==> src/rtl/stream_arb_mux.sv <==
// Registered N:1 stream multiplexer with built-in arbitration.
// Each input channel and the output use a valid/ready handshake.
// The output register adds one cycle of latency and still accepts
// a new word every cycle.
// Arbitration is selected by ARB_MODE: round-robin (0) or fixed priority (1).
module stream_arb_mux #(
    parameter int WIDTH    = 8,
    parameter int CHANNELS = 4,
    parameter int ARB_MODE = 0,
    localparam int SEL_W   = $clog2(CHANNELS)
) (
    input  logic                      clk,
    input  logic                      rst,
    input  logic [CHANNELS*WIDTH-1:0] in_data,
    input  logic [CHANNELS-1:0]       in_valid,
    output logic [CHANNELS-1:0]       in_ready,
    output logic [WIDTH-1:0]          out_data,
    output logic                      out_valid,
    input  logic                      out_ready,
    output logic [SEL_W-1:0]          out_sel
);

    logic [SEL_W-1:0]    ptr;
    logic [SEL_W-1:0]    grant_idx;
    logic                found;
    logic [SEL_W:0]      cand;
    logic [CHANNELS-1:0] grant;
    logic                load;
    logic                xfer;

    assign load = !out_valid || out_ready;

    // Search from ptr upward with wrap; the first valid channel wins.
    // In fixed-priority mode ptr stays 0, so the same search returns the
    // lowest valid index.
    always_comb begin
        grant_idx = '0;
        found     = 1'b0;
        cand      = '0;
        grant     = '0;
        for (int k = 0; k < CHANNELS; k++) begin
            cand = {1'b0, ptr} + (SEL_W+1)'(k);
            if (cand >= (SEL_W+1)'(CHANNELS)) begin
                cand = cand - (SEL_W+1)'(CHANNELS);
            end
            if (!found && in_valid[cand[SEL_W-1:0]]) begin
                found     = 1'b1;
                grant_idx = cand[SEL_W-1:0];
            end
        end
        if (found) begin
            grant[grant_idx] = 1'b1;
        end
    end

    // Ready is granted only when the output register can take a word.
    // It is held at zero for the whole of reset.
    assign in_ready = (load && !rst) ? grant : '0;
    assign xfer     = |in_ready;

    // Output register and round-robin pointer.
    always_ff @(posedge clk or posedge rst) begin
        if (rst) begin
            out_data  <= '0;
            out_valid <= 1'b0;
            out_sel   <= '0;
            ptr       <= '0;
        end else if (load) begin
            if (xfer) begin
                out_data  <= in_data[grant_idx*WIDTH +: WIDTH];
                out_sel   <= grant_idx;
                out_valid <= 1'b1;
                if (ARB_MODE == 0) begin
                    if (grant_idx == SEL_W'(CHANNELS-1)) begin
                        ptr <= '0;
                    end else begin
                        ptr <= grant_idx + 1'b1;
                    end
                end
            end else begin
                out_valid <= 1'b0;
            end
        end
    end

endmodule

==> config.mk <==
export PLATFORM = sky130hd
export DESIGN_NAME = stream_arb_mux
export DESIGN_NICKNAME = d
export VERILOG_FILES = /design/src/rtl/stream_arb_mux.sv
export SDC_FILE = /design/constraint.sdc
export NUM_CORES = 1
export LEC_CHECK = 0
export BUFFER_PORTS_ARGS = -buffer_cell sky130_fd_sc_hd__buf_2
export CAP_MARGIN = 10
export CORE_MARGIN = 1
export CORE_UTILIZATION = 25
export CTS_BUF_LIST = sky130_fd_sc_hd__clkbuf_8
export DETAILED_ROUTE_END_ITERATION = 8
export GPL_ROUTABILITY_DRIVEN = 0
export PLACE_DENSITY = 0.55
export SKIP_CTS_REPAIR_TIMING = 1
export SLEW_MARGIN = 0
export SYNTH_ARGS = -nofsm -noshare
export SYNTH_HDL_FRONTEND = slang
export SYNTH_SLANG_ARGS = --single-unit
==> constraint.sdc <==
create_clock -name clk -period 3.3 [get_ports clk]
set_input_delay 0.165 -clock clk [delete_from_list [all_inputs] [get_ports clk]]
set_output_delay 0.165 -clock clk [all_outputs]
set_load 0.01 [all_outputs]
# Yosys cells after proc, flatten, opt, wreduce, memory -nomap -nowiden

Cells that the tools add are included.

Register bits after elaboration: 13
Input bits: 39
Output and inout bits: 15
Logic and storage cells: 63

Add/subtract/negate cells: 8
Magnitude comparators: 10
Equality and inequality tests: 1
Shift operators: 1
Muxes and demuxes: 26
Reductions and logical operators: 13

Operators by type and width:

| cell                                                               | count |
|---|---|
| indexed part select 32 x 6 -> 8 bit                                | 1 |
| 2-to-1 mux 2 bit                                                   | 9 |
| < comparator 2 x 3 -> 1 bit (second input constant)                | 5 |
| 2-to-1 mux 1 bit                                                   | 10 |
| greater-or-equal comparator 3 bit (second input constant)          | 3 |
| binary-select mux 1 bit (select 2 bit)                             | 4 |
| 2-to-1 mux 4 bit                                                   | 2 |
| subtractor 2 x 1 -> 2 bit (second input constant)                  | 4 |
| adder 2 x 2 -> 3 bit (second input constant)                       | 2 |
| logical AND 1 bit                                                  | 5 |
| zero test 1 bit                                                    | 5 |
| OR reduction 4 bit                                                 | 1 |
| adder 2 x 1 -> 3 bit (second input constant)                       | 1 |
| greater-or-equal comparator 2 x 3 -> 1 bit (second input constant) | 1 |
| adder 2 x 1 -> 2 bit (second input constant)                       | 1 |
| demux 1 bit (select 2 bit)                                         | 1 |
| equality test 2 bit (second input constant)                        | 1 |
| greater-or-equal comparator 2 x 1 -> 1 bit (second input constant) | 1 |
| AND reduction 2 bit                                                | 1 |
| logical OR 1 bit                                                   | 1 |

# Depth between registers and ports, before layout

Depth in word-level cells: 22
Mapped depth: 13
Mapped depth without buffers: 10

# Worst setup path after synthesis

No wires, ideal clock.

Path kind: register to register
Start point: register ptr[1]
End point: register ptr[1]
Library setup time: 128 ps
Arrival time: 2,446 ps
Required time: 3,172 ps
Slack: 727 ps
Cell stages (with the launch flop): 12
Buffers on the path: 2
Period minus slack after synthesis: 2,573 ps
Path through: dfrtp_1 a21o_1 a21oi_1 o22a_1 buf_6 buf_12 inv_2 ha_1 or2_2 or3_1 o211ai_2 mux2_1

Word-level cells in the longest chain between the ends: 22
Elaborated cells between the ends (all ways): 49
Those cells by class: 8 x add/sub; 6 x order compare; 1 x eq/ne; 25 x mux; 9 x reduce/logical

Ends and longest elaborated chain:

| element                                                                                                                | line | source |
|---|---|---|
| start, declared                                                                                                        | 23   | `logic [SEL_W-1:0] ptr;` |
| start signal, assigned                                                                                                 | 77   | `ptr <= grant_idx + 1'b1;` |
| parallel branches: the longest is 13 deep, another holds adder 2 x 1 -> 3 bit                                          | --   |  |
| 2-to-1 mux 2 bit *                                                                                                     | 46   | `if (!found && in_valid[cand[SEL_W-1:0]]) begin` |
| net grant_idx[1]                                                                                                       | 24   | `logic [SEL_W-1:0] grant_idx;` |
| < comparator 2 x 3 -> 1 bit (implied by the code) / greater-or-equal comparator 2 x 1 -> 1 bit (equally long branches) | 52   | `grant[grant_idx] = 1'b1;` |
| logical AND 1 bit (implied by the code)                                                                                | 52   |  |
| 2-to-1 mux 1 bit (implied by the code)                                                                                 | 52   |  |
| demux 1 bit (select 2 bit)                                                                                             | 52   |  |
| 2-to-1 mux 4 bit                                                                                                       | 51   | `if (found) begin` |
| 2-to-1 mux 4 bit                                                                                                       | 58   | `assign in_ready = (load && !rst) ? grant : '0;` |
| OR reduction 4 bit                                                                                                     | 59   | `assign xfer = \|in_ready;` |
| AND reduction 2 bit (no source line)                                                                                   | --   |  |

Mark *: on every way through the listed nets, which the timed path passes. The select of a mux whose other input is x is not followed.
A chain may end at the register's enable or synchronous reset.

# Worst setup path after layout

Start point: register ptr[1]
End point: register ptr[1]

Word-level cells in the longest chain between the ends: 22
Elaborated cells between the ends (all ways): 49
Those cells by class: 8 x add/sub; 6 x order compare; 1 x eq/ne; 25 x mux; 9 x reduce/logical

Ends and longest elaborated chain:

| element |
|---|
| parallel branches: the longest is 22 deep, another holds adder 2 x 1 -> 3 bit |

Parallel ways; which one is timed is not known. The select of a mux whose other input is x is not followed.

==> results.py <==
metrics = {
    "outcome": {
        "status": "complete, but fails checks",
        "violations": "hold timing",
    },
    "cells_and_area": {
        "multiInputGateArea_um2": 470,
        "nFillCells": 344,
        "area_growth_pct": 38.8,
        "antenna_cells": 0,
        "finalNetCount": 179,
        "final_cells": 181,
        "seq_area_um2": 325,
        "layout-drive-gt1-share_pct": 46.0,
    },
    "die": {
        "num_rows": 20,
        "die_h_um": 60.6,
        "die_x_um": 60.6,
        "start_util_pct": 27.2,
        "fp.dieArea_um2": 3670,
        "io-pin-count": 54,
        "core_area_um2": 3150,
    },
    "sta": {
        "worstMarginPinSlew_ns": 0.961,
        "fin_skew_ns": 0.00123,
        "maxSlewViolCount": 0,
        "fin_crit_ns": 2.69,
        "rsz0062_at_grt": "false",
        "fin_hold_ws_ns": -0.0353,
        "fin_crit_sh_pct": 81.5,
        "slew-limit-headroom_pct": 35.7,
        "hold_viol": 13,
        "max_freq_ghz": 0.372,
        "fin_tns_setup_ns": 0,
        "setup_violations": 0,
    },
    "worst_setup_path": {
        "path_class": "register to register",
        "cp.arrival_ns": 2.81,
        "r2r.worst_path.cells": 9,
        "slowest_delay_ns": 0.44,
        "crit_required_ns": 3.42,
        "worstPathMaxFanout": 14,
        "end_kind": "register",
        "slowest_stage": "dfrtp_1",
        "path_buf_inv": 1,
        "r2r_end": "ptr[1]$_DFFE_PP0P_",
        "path_cells": "a21o_1 > a21oi_1 > o22a_1 > buf_4 > ha_1 > or2_2 > or3_1 > o211ai_2 > mux2_1",
        "cp_top_family": "compound AO/OA/AOI/OAI gates",
        "cp-start-kind": "register",
        "rrSetupSlack_ns": 0.61,
        "r2r_start": "ptr[1]$_DFFE_PP0P_",
    },
    "grt": {
        "grt_first_pass_wirelength_um": 3570,
        "grt-ovfl-total": 0,
        "grt_usage_pct": 13.3,
        "grt_max_degree": 15,
        "antenna_found_initial": 0,
        "grt_pass1_vias": 834,
    },
    "yosys": {
        "yosysTopAreaCell": "dfrtp_1",
        "syn_area_per_cell_um2": 10.5,
        "syn_area_um2": 858,
        "synth.top_cell.area_share_pct": 37.9,
        "yosys-top-cells-area": "dfrtp_1 38%, mux2i_1 20%, o221ai_1 8.2%, nand2_1 4.8%, ha_1 2.9%",
        "synth_edf_count": 0,
        "netlist_instances": 82,
        "synth_nets": 123,
        "synth-seq-area-share_pct": 37.9,
        "synthArstFlopShare_pct": 100,
        "synth_common_cells": "17 x mux2i_1, 13 x dfrtp_1, 11 x nand2_1",
        "ys_types": 29,
        "synth-seq-cells": 13,
        "ys_dominant_reg_cell": "dfrtp_1",
        "yosysMostFrequentCell": "mux2i_1",
        "yosysWarnings": 0,
    },
    "clocking": {
        "clock-sinks": 13,
        "numCtsBuffers": 3,
        "cts_tree": "built",
        "clkTransAtPathRegs_ns": 0.06,
        "cts_root_buffer": "clkbuf_8",
        "clock_path_buffers": 2,
        "htreeDepth": 1,
        "clk_latency_ns": 0.24,
    },
    "placed_design": {
        "post-dp-hpwl_um": 1750,
        "port_buffers": 53,
        "placed_cells": 177,
    },
    "drt": {
        "vias_per_cell": 4.62,
        "totalWireLength_um": 2220,
        "wl_per_cell_um": 12.3,
        "dr.pass1.iters": 4,
        "route.detailed.drc": 0,
        "met2_wirelength_um": 1020,
        "drtIter0Drc": 12,
        "postRouteAntennaNets": 0,
        "dr_wl_met3_um": 202,
        "via_count": 836,
        "met1Wirelength_um": 973,
        "highest_layer": "met4",
    },
    "run": {
        "drv_cap": 0,
    },
    "worst_hold_path": {
        "min_path_type": "input pin to asynchronous set/reset pin",
    },
    "pwr": {
        "power_mw": 0.874,
        "power_density_nw_per_um2": 734,
        "p_leak_nw": 0.645,
        "peakVddDrop_v": 0.000327,
    },
}
cell usage in the layout, fill, tap and decap left out, types with 2 or more instances in the layout:
| cell type | n |
|---|---|
| o221ai_1 | 8 |
| buf_4 | 2 |
| a21oi_1 | 2 |
| mux2i_1 | 17 |
| nand2_1 | 11 |
| dfrtp_1 | 13 |
| and2_1 | 2 |
| inv_1 | 4 |
| buf_2 | 53 |
| a21boi_1 | 2 |
| nor2_1 | 2 |
| ha_1 | 2 |
| clkbuf_8 | 3 |
flip-flops by register name, indices dropped and copies added (netlist names):
register and cells:
out_data 8, out_sel 2, out_valid 1, ptr 2
where the power goes:
group	switching, mW	internal (mW)
registers	0.0528	0.237
clock network	0.0564	0.0821
logic	0.239	0.207
worst max path at each step:
stage / depth (start not counted) / start / to / slack, ns
after floorplan: 11 / ptr[1]$_DFFE_PP0P_ / ptr[1]$_DFFE_PP0P_ / 0.73
after global placement: 9 / ptr[1]$_DFFE_PP0P_ / ptr[1]$_DFFE_PP0P_ / 0.70
after detailed placement: 9 / ptr[1]$_DFFE_PP0P_ / ptr[1]$_DFFE_PP0P_ / 0.62
after CTS: 9 / ptr[1]$_DFFE_PP0P_ / ptr[1]$_DFFE_PP0P_ / 0.61
after global routing: 8 / ptr[1]$_DFFE_PP0P_ / ptr[1]$_DFFE_PP0P_ / 0.49
final: 9 / ptr[1]$_DFFE_PP0P_ / ptr[1]$_DFFE_PP0P_ / 0.61
cell type report:
class                      count  area share [%]
clock inverter                 1           0.315
sequential                    13            27.3
tap                           44            4.62
clock buffer                   3            3.47
multi-input combinational     61            39.5
timing repair buffer          55            23.5
inverter                       4            1.26
layer usage:
layer	up-vias	GRT usage [%]
li1	413	-
met3	4	3.62
met4	0	5.84
met5	-	0
met1	377	16.4
met2	42	22.0
stage by stage:
step | worst slack (ns) | util, % | cell area, um^2
3_3_place_gp | 0.696 | 36.3 | 1150
4_1_cts | 0.607 | 37.8 | 1190
6_report | 0.612 | 37.8 | 1190
2_1_floorplan | 0.727 | - | 858
5_1_grt | 0.486 | 37.8 | 1190
3_5_place_dp | 0.621 | 36.3 | 1150
kinds of logic after synthesis:
kind of cell	share of synthesized area [%]
DFF	37.9
and+or+nand+nor	13.1
muxes	21.1
adders and majority gates	2.91
AOI/OAI and AO/OA	17.6
buffers and inverters	7.29
Power figures use the tool's default switching activity.
